<file path="src/rtl/pc_sequencer.sv">
`default_nettype none
// ============================================================================
// Module   : pc_sequencer
// Purpose  : Program-counter sequencer (IDLE/RUN/DONE) with jump/call/return.
//            Define PC_RETSTACK_EN for a 4-entry return-address stack.
// Revision : 1.0
// ============================================================================
module pc_sequencer #(
    parameter int D = 10
) (
    input  logic         Clk,
    input  logic         Reset_n,
    input  logic         Start,
    input  logic         Stall,
    input  logic         Halt,
    input  logic         Jump,
    input  logic         Call,
    input  logic         Ret,
    input  logic [D-1:0] Target,
    output logic [D-1:0] Prog_ctr,
    output logic         Fetch_en,
    output logic         Done,
    output logic         Stack_err
);

    typedef enum logic [1:0] {
        ST_IDLE = 2'd0,
        ST_RUN  = 2'd1,
        ST_DONE = 2'd2
    } state_t;

    state_t         r_state;
    state_t         w_state_nxt;
    logic [D-1:0]   r_pc;
    logic [D-1:0]   w_pc_nxt;
    logic [D-1:0]   w_pc_inc;

    assign w_pc_inc = r_pc + {{(D-1){1'b0}}, 1'b1};

`ifdef PC_RETSTACK_EN
    localparam int unsigned c_DEPTH = 4;

    logic [D-1:0]   r_stack [c_DEPTH];
    logic [2:0]     r_sp;
    logic           r_stack_err;
    logic           w_push;
    logic           w_pop;
    logic           w_err_set;
    logic [1:0]     w_top_idx;

    assign w_top_idx = r_sp[1:0] - 2'd1;
`endif

    always_comb begin
        w_state_nxt = r_state;
        w_pc_nxt    = r_pc;
`ifdef PC_RETSTACK_EN
        w_push      = 1'b0;
        w_pop       = 1'b0;
        w_err_set   = 1'b0;
`endif
        case (r_state)
            ST_IDLE, ST_DONE: begin
                if (Start) begin
                    w_pc_nxt    = '0;
                    w_state_nxt = ST_RUN;
                end
            end
            ST_RUN: begin
                if (!Stall) begin
                    if (Halt) begin
                        w_state_nxt = ST_DONE;
                    end else if (Ret) begin
`ifdef PC_RETSTACK_EN
                        // Underflow falls through to a plain increment.
                        if (r_sp != 3'd0) begin
                            w_pc_nxt = r_stack[w_top_idx];
                            w_pop    = 1'b1;
                        end else begin
                            w_pc_nxt  = w_pc_inc;
                            w_err_set = 1'b1;
                        end
`else
                        w_pc_nxt = w_pc_inc;
`endif
                    end else if (Call) begin
                        w_pc_nxt = Target;
`ifdef PC_RETSTACK_EN
                        if (r_sp != 3'(c_DEPTH)) begin
                            w_push = 1'b1;
                        end else begin
                            w_err_set = 1'b1;
                        end
`endif
                    end else if (Jump) begin
                        w_pc_nxt = Target;
                    end else begin
                        w_pc_nxt = w_pc_inc;
                    end
                end
            end
            default: begin
                w_state_nxt = ST_IDLE;
                w_pc_nxt    = '0;
            end
        endcase
    end

    always_ff @(posedge Clk or negedge Reset_n) begin
        if (!Reset_n) begin
            r_state <= ST_IDLE;
            r_pc    <= '0;
        end else begin
            r_state <= w_state_nxt;
            r_pc    <= w_pc_nxt;
        end
    end

`ifdef PC_RETSTACK_EN
    always_ff @(posedge Clk or negedge Reset_n) begin
        if (!Reset_n) begin
            r_sp        <= 3'd0;
            r_stack_err <= 1'b0;
        end else begin
            if (w_push) begin
                r_sp <= r_sp + 3'd1;
            end else if (w_pop) begin
                r_sp <= r_sp - 3'd1;
            end
            if (w_err_set) begin
                r_stack_err <= 1'b1;
            end
        end
    end

    // Entries need no reset: they are only read below a valid stack pointer.
    always_ff @(posedge Clk) begin
        if (w_push) begin
            r_stack[r_sp[1:0]] <= w_pc_inc;
        end
    end

    assign Stack_err = r_stack_err;
`else
    assign Stack_err = 1'b0;
`endif

    assign Prog_ctr = r_pc;
    assign Fetch_en = (r_state == ST_RUN);
    assign Done     = (r_state == ST_DONE);

endmodule
`default_nettype wire

</file>
<file path="config.mk">
export PLATFORM = sky130hd
export DESIGN_NAME = pc_sequencer
export DESIGN_NICKNAME = d
export VERILOG_FILES = /design/src/rtl/pc_sequencer.sv
export SDC_FILE = /design/constraint.sdc
export NUM_CORES = 1
export LEC_CHECK = 0
export CAP_MARGIN = 15
export CORE_MARGIN = 1.5
export CORE_UTILIZATION = 41
export CTS_CLUSTER_DIAMETER = 30
export DETAILED_ROUTE_END_ITERATION = 12
export PLACE_DENSITY = 0.78
export SYNTH_ARGS = -nofsm -noshare
export SYNTH_HDL_FRONTEND = slang
export SYNTH_SLANG_ARGS = --single-unit
export TNS_END_PERCENT = 20
</file>
<file path="constraint.sdc">
create_clock -name Clk -period 1.7 [get_ports Clk]
set_input_delay 0.51 -clock Clk [delete_from_list [all_inputs] [get_ports Clk]]
set_output_delay 0.51 -clock Clk [all_outputs]
set_load 0.1 [all_outputs]
</file>
==> results of run 1 <==
[sequential cells by signal (all words and copies together) (netlist names)]
name,flops
Prog_ctr,10
r_state,2
[kinds of logic (layout without fill, tap and decap cells)]
family / after synthesis / count (layout) / synth area share, %
fa+ha+maj: 1 / 1 / 1.70
other cells: 1 / 1 / 0.509
simple gates: 29 / 29 / 22.4
flops: 12 / 12 / 40.7
buf+inv: 8 / 48 / 4.58
mux: 1 / 1 / 1.36
compound gates: 32 / 32 / 28.7
[critical path, stage by stage (launching register included)]
cell and delay [ps]:
dfrtp_1 390, or2b_4 310, clkinvlp_4 100, buf_12 170
[final cells by class]
class | count | area [um^2]
Clock buffer | 4 | 26.3
Fill cell | 128 | 397
Inverter | 4 | 18.8
Multi-Input combinational cell | 64 | 430
Sequential cell | 12 | 310
Tap cell | 25 | 31.3
Timing Repair Buffer | 40 | 494
[Yosys cell counts (2+ instances only)]
cell type	number
o21ai_1	7
a22oi_1	3
dfrtp_1	12
inv_1	4
clkbuf_1	3
nor2_1	7
nand2_1	4
nand3_1	2
nor3_1	2
nor4_1	3
o2bb2ai_1	8
nor3b_1	3
and3_1	2
a21oi_1	6
o21ai_0	4
[timing repair]
| item | CTS | global route |
|---|---|---|
| resized for setup | 9 | 1 |
| pin swaps | 3 | 0 |
| endpoints found under the setup margin | 9 | 3 |
| setup buffers | 0 | 1 |
[placed cells by master, fill, tap and decap left out, types with 2 or more instances in the layout]
cell type         n
clkdlybuf4s50_1  15
buf_12           12
buf_4            10
dfrtp_2           8
o2bb2ai_1         8
nor2_1            7
a21oi_1           6
o21ai_2           5
dfrtp_1           4
nand2_1           4
o21ai_0           4
inv_1             3
nor4_1            3
a22oi_1           3
clkbuf_4          3
nand3_1           2
o21ai_1           2
nor3_1            2
and3_1            2
nor3b_1           2
dlygate4sd2_1     2
[final timing paths]
| kind | startpoint | end | slack (ps) | cells past startpoint |
|---|---|---|---|---|
| worst min register to register | Prog_ctr[7]$_DFFE_PN0P_ | Prog_ctr[7]$_DFFE_PN0P_ | 570 | 1 |
| worst min-delay path | Reset_n | Prog_ctr[8]$_DFFE_PN0P_ | 530 | 2 |
| worst max register to register | r_state[0]$_DFFE_PN0P_ | Prog_ctr[2]$_DFFE_PN0P_ | 110 | 5 |
| worst max-delay path | r_state[0]$_DFFE_PN0P_ | Fetch_en | -50 | 3 |
| min in group Clk | Prog_ctr[7]$_DFFE_PN0P_ | Prog_ctr[7]$_DFFE_PN0P_ | 570 | 1 |
| max in group asynchronous | Reset_n | Prog_ctr[7]$_DFFE_PN0P_ | 990 | 2 |
[report_power, final]
part           switching, W  internal, W
Combinational      0.000638     0.000430
Clock              0.000101    0.0000908
Sequential        0.0000835     0.000344
Total              0.000822     0.000865
[metrics by stage]
stage | hold slack [ps] | total power (W) | area [um^2]
after floorplan | 214 | 0.00104 | 751
after global placement | 551 | 0.00142 | 1250
after detailed placement | 552 | 0.00143 | 1250
after CTS | 538 | 0.00167 | 1300
after global routing | 557 | 0.00176 | 1310
final | 532 | 0.00169 | 1310
[per-layer routing]
metal	vias up	part of all wire, %
li1	394	-
met1	379	40
met2	26	54
met3	2	5.2
met4	0	0.44
met5	-	0
==> results.yml, run 1 <==
status:
  status: "complete, but fails checks"
  violations: "setup timing"
sta:
  hold_viol: 0
  fmax_mhz: 572
  fin_crit_sh_pct: 103
  setup_viol: 1
  skew_ps: 6.87
  period_needed_ps: 1750
  fin_ws_ps: -46.8
  grt_setup_unrepaired: "true"
  fin_tns_setup_ps: -46.8
  finalMaxSlewViolations: 0
logic_synthesis:
  synthesis.area_um2: 737
  synthFlopType: "dfrtp_1"
  yosysTopAreaCellShare_pct: 40.7
  yosys-top-cells-area: "dfrtp_1, o2bb2ai_1, o21ai_1"
  syn_nets: 103
  synth-async-reset-ratio_pct: 100
  synth_area_per_cell_um2: 8.77
  synth_top_area_cell: "dfrtp_1"
  synth_edf_count: 0
  synth_cell_types: 29
  yosys_warnings: 0
  ys_seq_elements: 12
  synth_seq_area_share_pct: 40.7
  synth_cells: 84
clock_tree:
  clk_path_buf_depth: 2
  cts_tree: "done"
  root_buffer: "clkbuf_4"
  clk_pin_slew_ps: 80
  clock_latency_ps: 270
  htreeDepth: 1
  postCtsHoldBufs: 0
  clkSinkCount: 12
  cts_buffers: 3
die:
  pin_count: 31
  die_y_um: 45.4
  die_w_um: 45.4
  coreArea_um2: 1710
  die_area_um2: 2060
  rows: 15
  start_util_pct: 43.2
route:
  drt_iter0_markers: 25
  avgViaCountPerCell: 5.38
  wirelength_um: 2040
  antenna_left: 0
  num_vias: 801
  route.detailed.drc: 0
  drt-pass1-iter-count: 4
  wl_per_cell_um: 13.7
power:
  peakVddDrop_uv: 1190
  p_leak_nw: 0.527
  powerDensity_nw_per_um2: 1290
grt:
  grt_pass1_wl_um: 3310
  grt_usage_pct: 22.4
  grt_util_met3_pct: 5.56
  grt_max_degree: 13
  grt_util_met2_pct: 40.0
  met1_usage_pct: 24.9
  antenna_found_initial: 0
  grt_overflow_total: 0
  first_global_vias: 784
  grt.busiest_layer: "met2"
layout:
  fin_nets: 144
  area_growth_pct: 77.9
  fin_util_pct: 76.8
  antenna_cells: 0
  finalNonFillerCells: 149
  drive_above_1_share_pct: 36.3
setup_path:
  path_class: "reg2out"
  worstPathArrival_ps: 1240
  critPathMaxFanout: 4
  endpoint_kind: "primary output"
  required_ps: 1190
  cp-start-kind: "register"
place:
  gp_congestion: 0.794
  io_buffers: 29
  hpwl_um: 1530
  dp_cells: 144
  dp_slack_ps: -430
min_path:
  hp-class: "in2async"
job:
  max-cap-violations: 0
Note: power is estimated with default switching activity, not from simulation.
==> run 2, diff against run 1 <==
--- a/config.mk
+++ b/config.mk
@@ -6,11 +6,11 @@
 export NUM_CORES = 1
 export LEC_CHECK = 0
 export CAP_MARGIN = 15
-export CORE_MARGIN = 1.5
 export CORE_UTILIZATION = 41
-export CTS_CLUSTER_DIAMETER = 30
+export CTS_CLUSTER_DIAMETER = 80
 export DETAILED_ROUTE_END_ITERATION = 12
 export PLACE_DENSITY = 0.78
+export REMOVE_ABC_BUFFERS = 1
 export SYNTH_ARGS = -nofsm -noshare
 export SYNTH_HDL_FRONTEND = slang
 export SYNTH_SLANG_ARGS = --single-unit
==> run 2 against run 1 <==
Effect of this change: the run still ends with setup timing left; critical path type unchanged; core utilization is 3.8 points higher; sequential power is 2% lower; cell area is 2.1% lower; sequential share of layout area is 0.27 points lower; fmax is 0.68% higher; largest power group unchanged.
==> results.yml, run 2 (synthesis gave the netlist of run 1 again) <==
sta:
  skew_ps: 3.40
  fmax_mhz: 576
  fin_ws_ps: -35.0
  period_needed_ps: 1730
  fin_crit_sh_pct: 102
  setup_viol: 1
  hold_viol: 0
  finalMaxSlewViolations: 0
  grt_setup_unrepaired: "true"
setup_path:
  crit_chain: "or2b_1 -> inv_2 -> buf_12"
  endpoint_kind: "primary output"
  critPathMaxFanout: 4
  worstPathArrival_ps: 1220
  required_ps: 1190
  cp-start-kind: "register"
  max_stage_delay_ps: 390
  path_class: "reg2out"
  slowest_stage: "dfrtp_1"
grt:
  grt_pass1_wl_um: 3240
  first_global_vias: 778
  grt_overflow_total: 0
  grt_max_degree: 13
  antenna_found_initial: 0
  grt_usage_pct: 22.8
route:
  num_vias: 806
  avgViaCountPerCell: 5.45
  routed.top_layer: "met4"
  drt_iter0_markers: 18
  met3_wirelength_um: 106
  drt-pass1-iter-count: 4
  wl_met2_um: 997
  wirelength_um: 2010
  route.detailed.drc: 0
  wl_per_cell_um: 13.6
  antenna_left: 0
  wl_met1_um: 864
die:
  start_util_pct: 46.2
  rows: 14
  pin_count: 31
  die_w_um: 44.4
  die_area_um2: 1970
  coreArea_um2: 1590
  die_y_um: 44.4
clock_tree:
  clk_pin_slew_ps: 80
  clkSinkCount: 12
  htreeDepth: 1
  cts_tree: "done"
  postCtsHoldBufs: 0
  root_buffer: "clkbuf_4"
  clk_path_buf_depth: 2
  clock_latency_ps: 280
  cts_buffers: 3
place:
  hpwl_um: 1490
  gp_congestion: 0.770
  dp_cells: 142
  dp_slack_ps: -406
  io_buffers: 29
power:
  peakVddDrop_uv: 1500
  p_leak_nw: 0.541
  powerDensity_nw_per_um2: 1320
layout:
  fin_nets: 144
  drive_above_1_share_pct: 26.6
  area_growth_pct: 74.2
  finalNonFillerCells: 148
  multi_input_area_um2: 408
  regArea_um2: 300
  nFillCells: 93
  mostFrequentLayoutCell: "clkdlybuf4s50_1"
  antenna_cells: 0
  final_cell_mix: "clkdlybuf4s50_1, dfrtp_1, buf_12"
  largest_reg_flops: 10
min_path:
  hp-class: "in2async"
job:
  max-cap-violations: 0
status:
  violations: "setup timing"
  status: "complete, but fails checks"
## run 2: changes by cell type in the layout (fill, tap and decap cells not counted), sizes merged
| cell | before | now |
|---|---|---|
| clkinvlp | 1 | 0 |
| inv | 3 | 4 |
## run 2: worst max-delay path, delay by kind of cell (launching register included)
family        cells  cell delay [ps]
buf+inv           2              270
flops             1              390
simple gates      1              290
## run 2: worst paths after layout
| check | start | to | slack (ps) | cells past startpoint |
|---|---|---|---|---|
| setup / recovery | r_state[0]$_DFFE_PN0P_ | Fetch_en | -30 | 3 |
| hold / removal | Reset_n | Prog_ctr[8]$_DFFE_PN0P_ | 530 | 2 |
| setup reg to reg | r_state[1]$_DFFE_PN0P_ | Prog_ctr[5]$_DFFE_PN0P_ | 130 | 4 |
| hold reg to reg | Prog_ctr[8]$_DFFE_PN0P_ | Prog_ctr[8]$_DFFE_PN0P_ | 610 | 1 |
| max in group asynchronous | Reset_n | Prog_ctr[3]$_DFFE_PN0P_ | 1010 | 2 |
| min in group Clk | Prog_ctr[8]$_DFFE_PN0P_ | Prog_ctr[8]$_DFFE_PN0P_ | 610 | 1 |
## run 2: metal layers
| metal | vias up | track usage (%) |
|---|---|---|
| met4 | 0 | 10.9 |
| li1 | 391 | - |
| met5 | - | 0 |
| met3 | 4 | 2.45 |
| met1 | 380 | 27.2 |
| met2 | 31 | 40.6 |
## run 2: area by class of cell
| type | count | share of cell area (%) |
|---|---|---|
| tap | 24 | 2.34 |
| timing repair buffer | 40 | 38.5 |
| inverter | 4 | 1.17 |
| sequential | 12 | 23.4 |
| clock buffer | 4 | 2.83 |
| multi-input combinational | 64 | 31.8 |
## run 2: power breakdown
group	switching (W)	internal, W	total, W
clock network	0.000103	0.000130	0.000234
registers	0.0000804	0.000338	0.000418
logic	0.000629	0.000417	0.00105
## run 2: per-stage QoR
step | setup TNS [ps] | total power, W | hold slack (ps) | utilization [%] | instance area [um^2]
after floorplan | -1340 | 0.00102 | 214 | - | 718
after global placement | -3260 | 0.00140 | 555 | 76.9 | 1230
after detailed placement | -3580 | 0.00141 | 591 | 76.9 | 1230
after CTS | -59.7 | 0.00167 | 531 | 79.7 | 1270
after global routing | -106 | 0.00178 | 532 | 80.5 | 1280
final | -35.0 | 0.00170 | 530 | 80.5 | 1280
## run 2: what timing repair did
item                       4_1_cts  5_1_grt
pin swaps                        3        0
setup endpoints to repair        9        3
gates resized for setup          4        2
setup buffers                    1        1
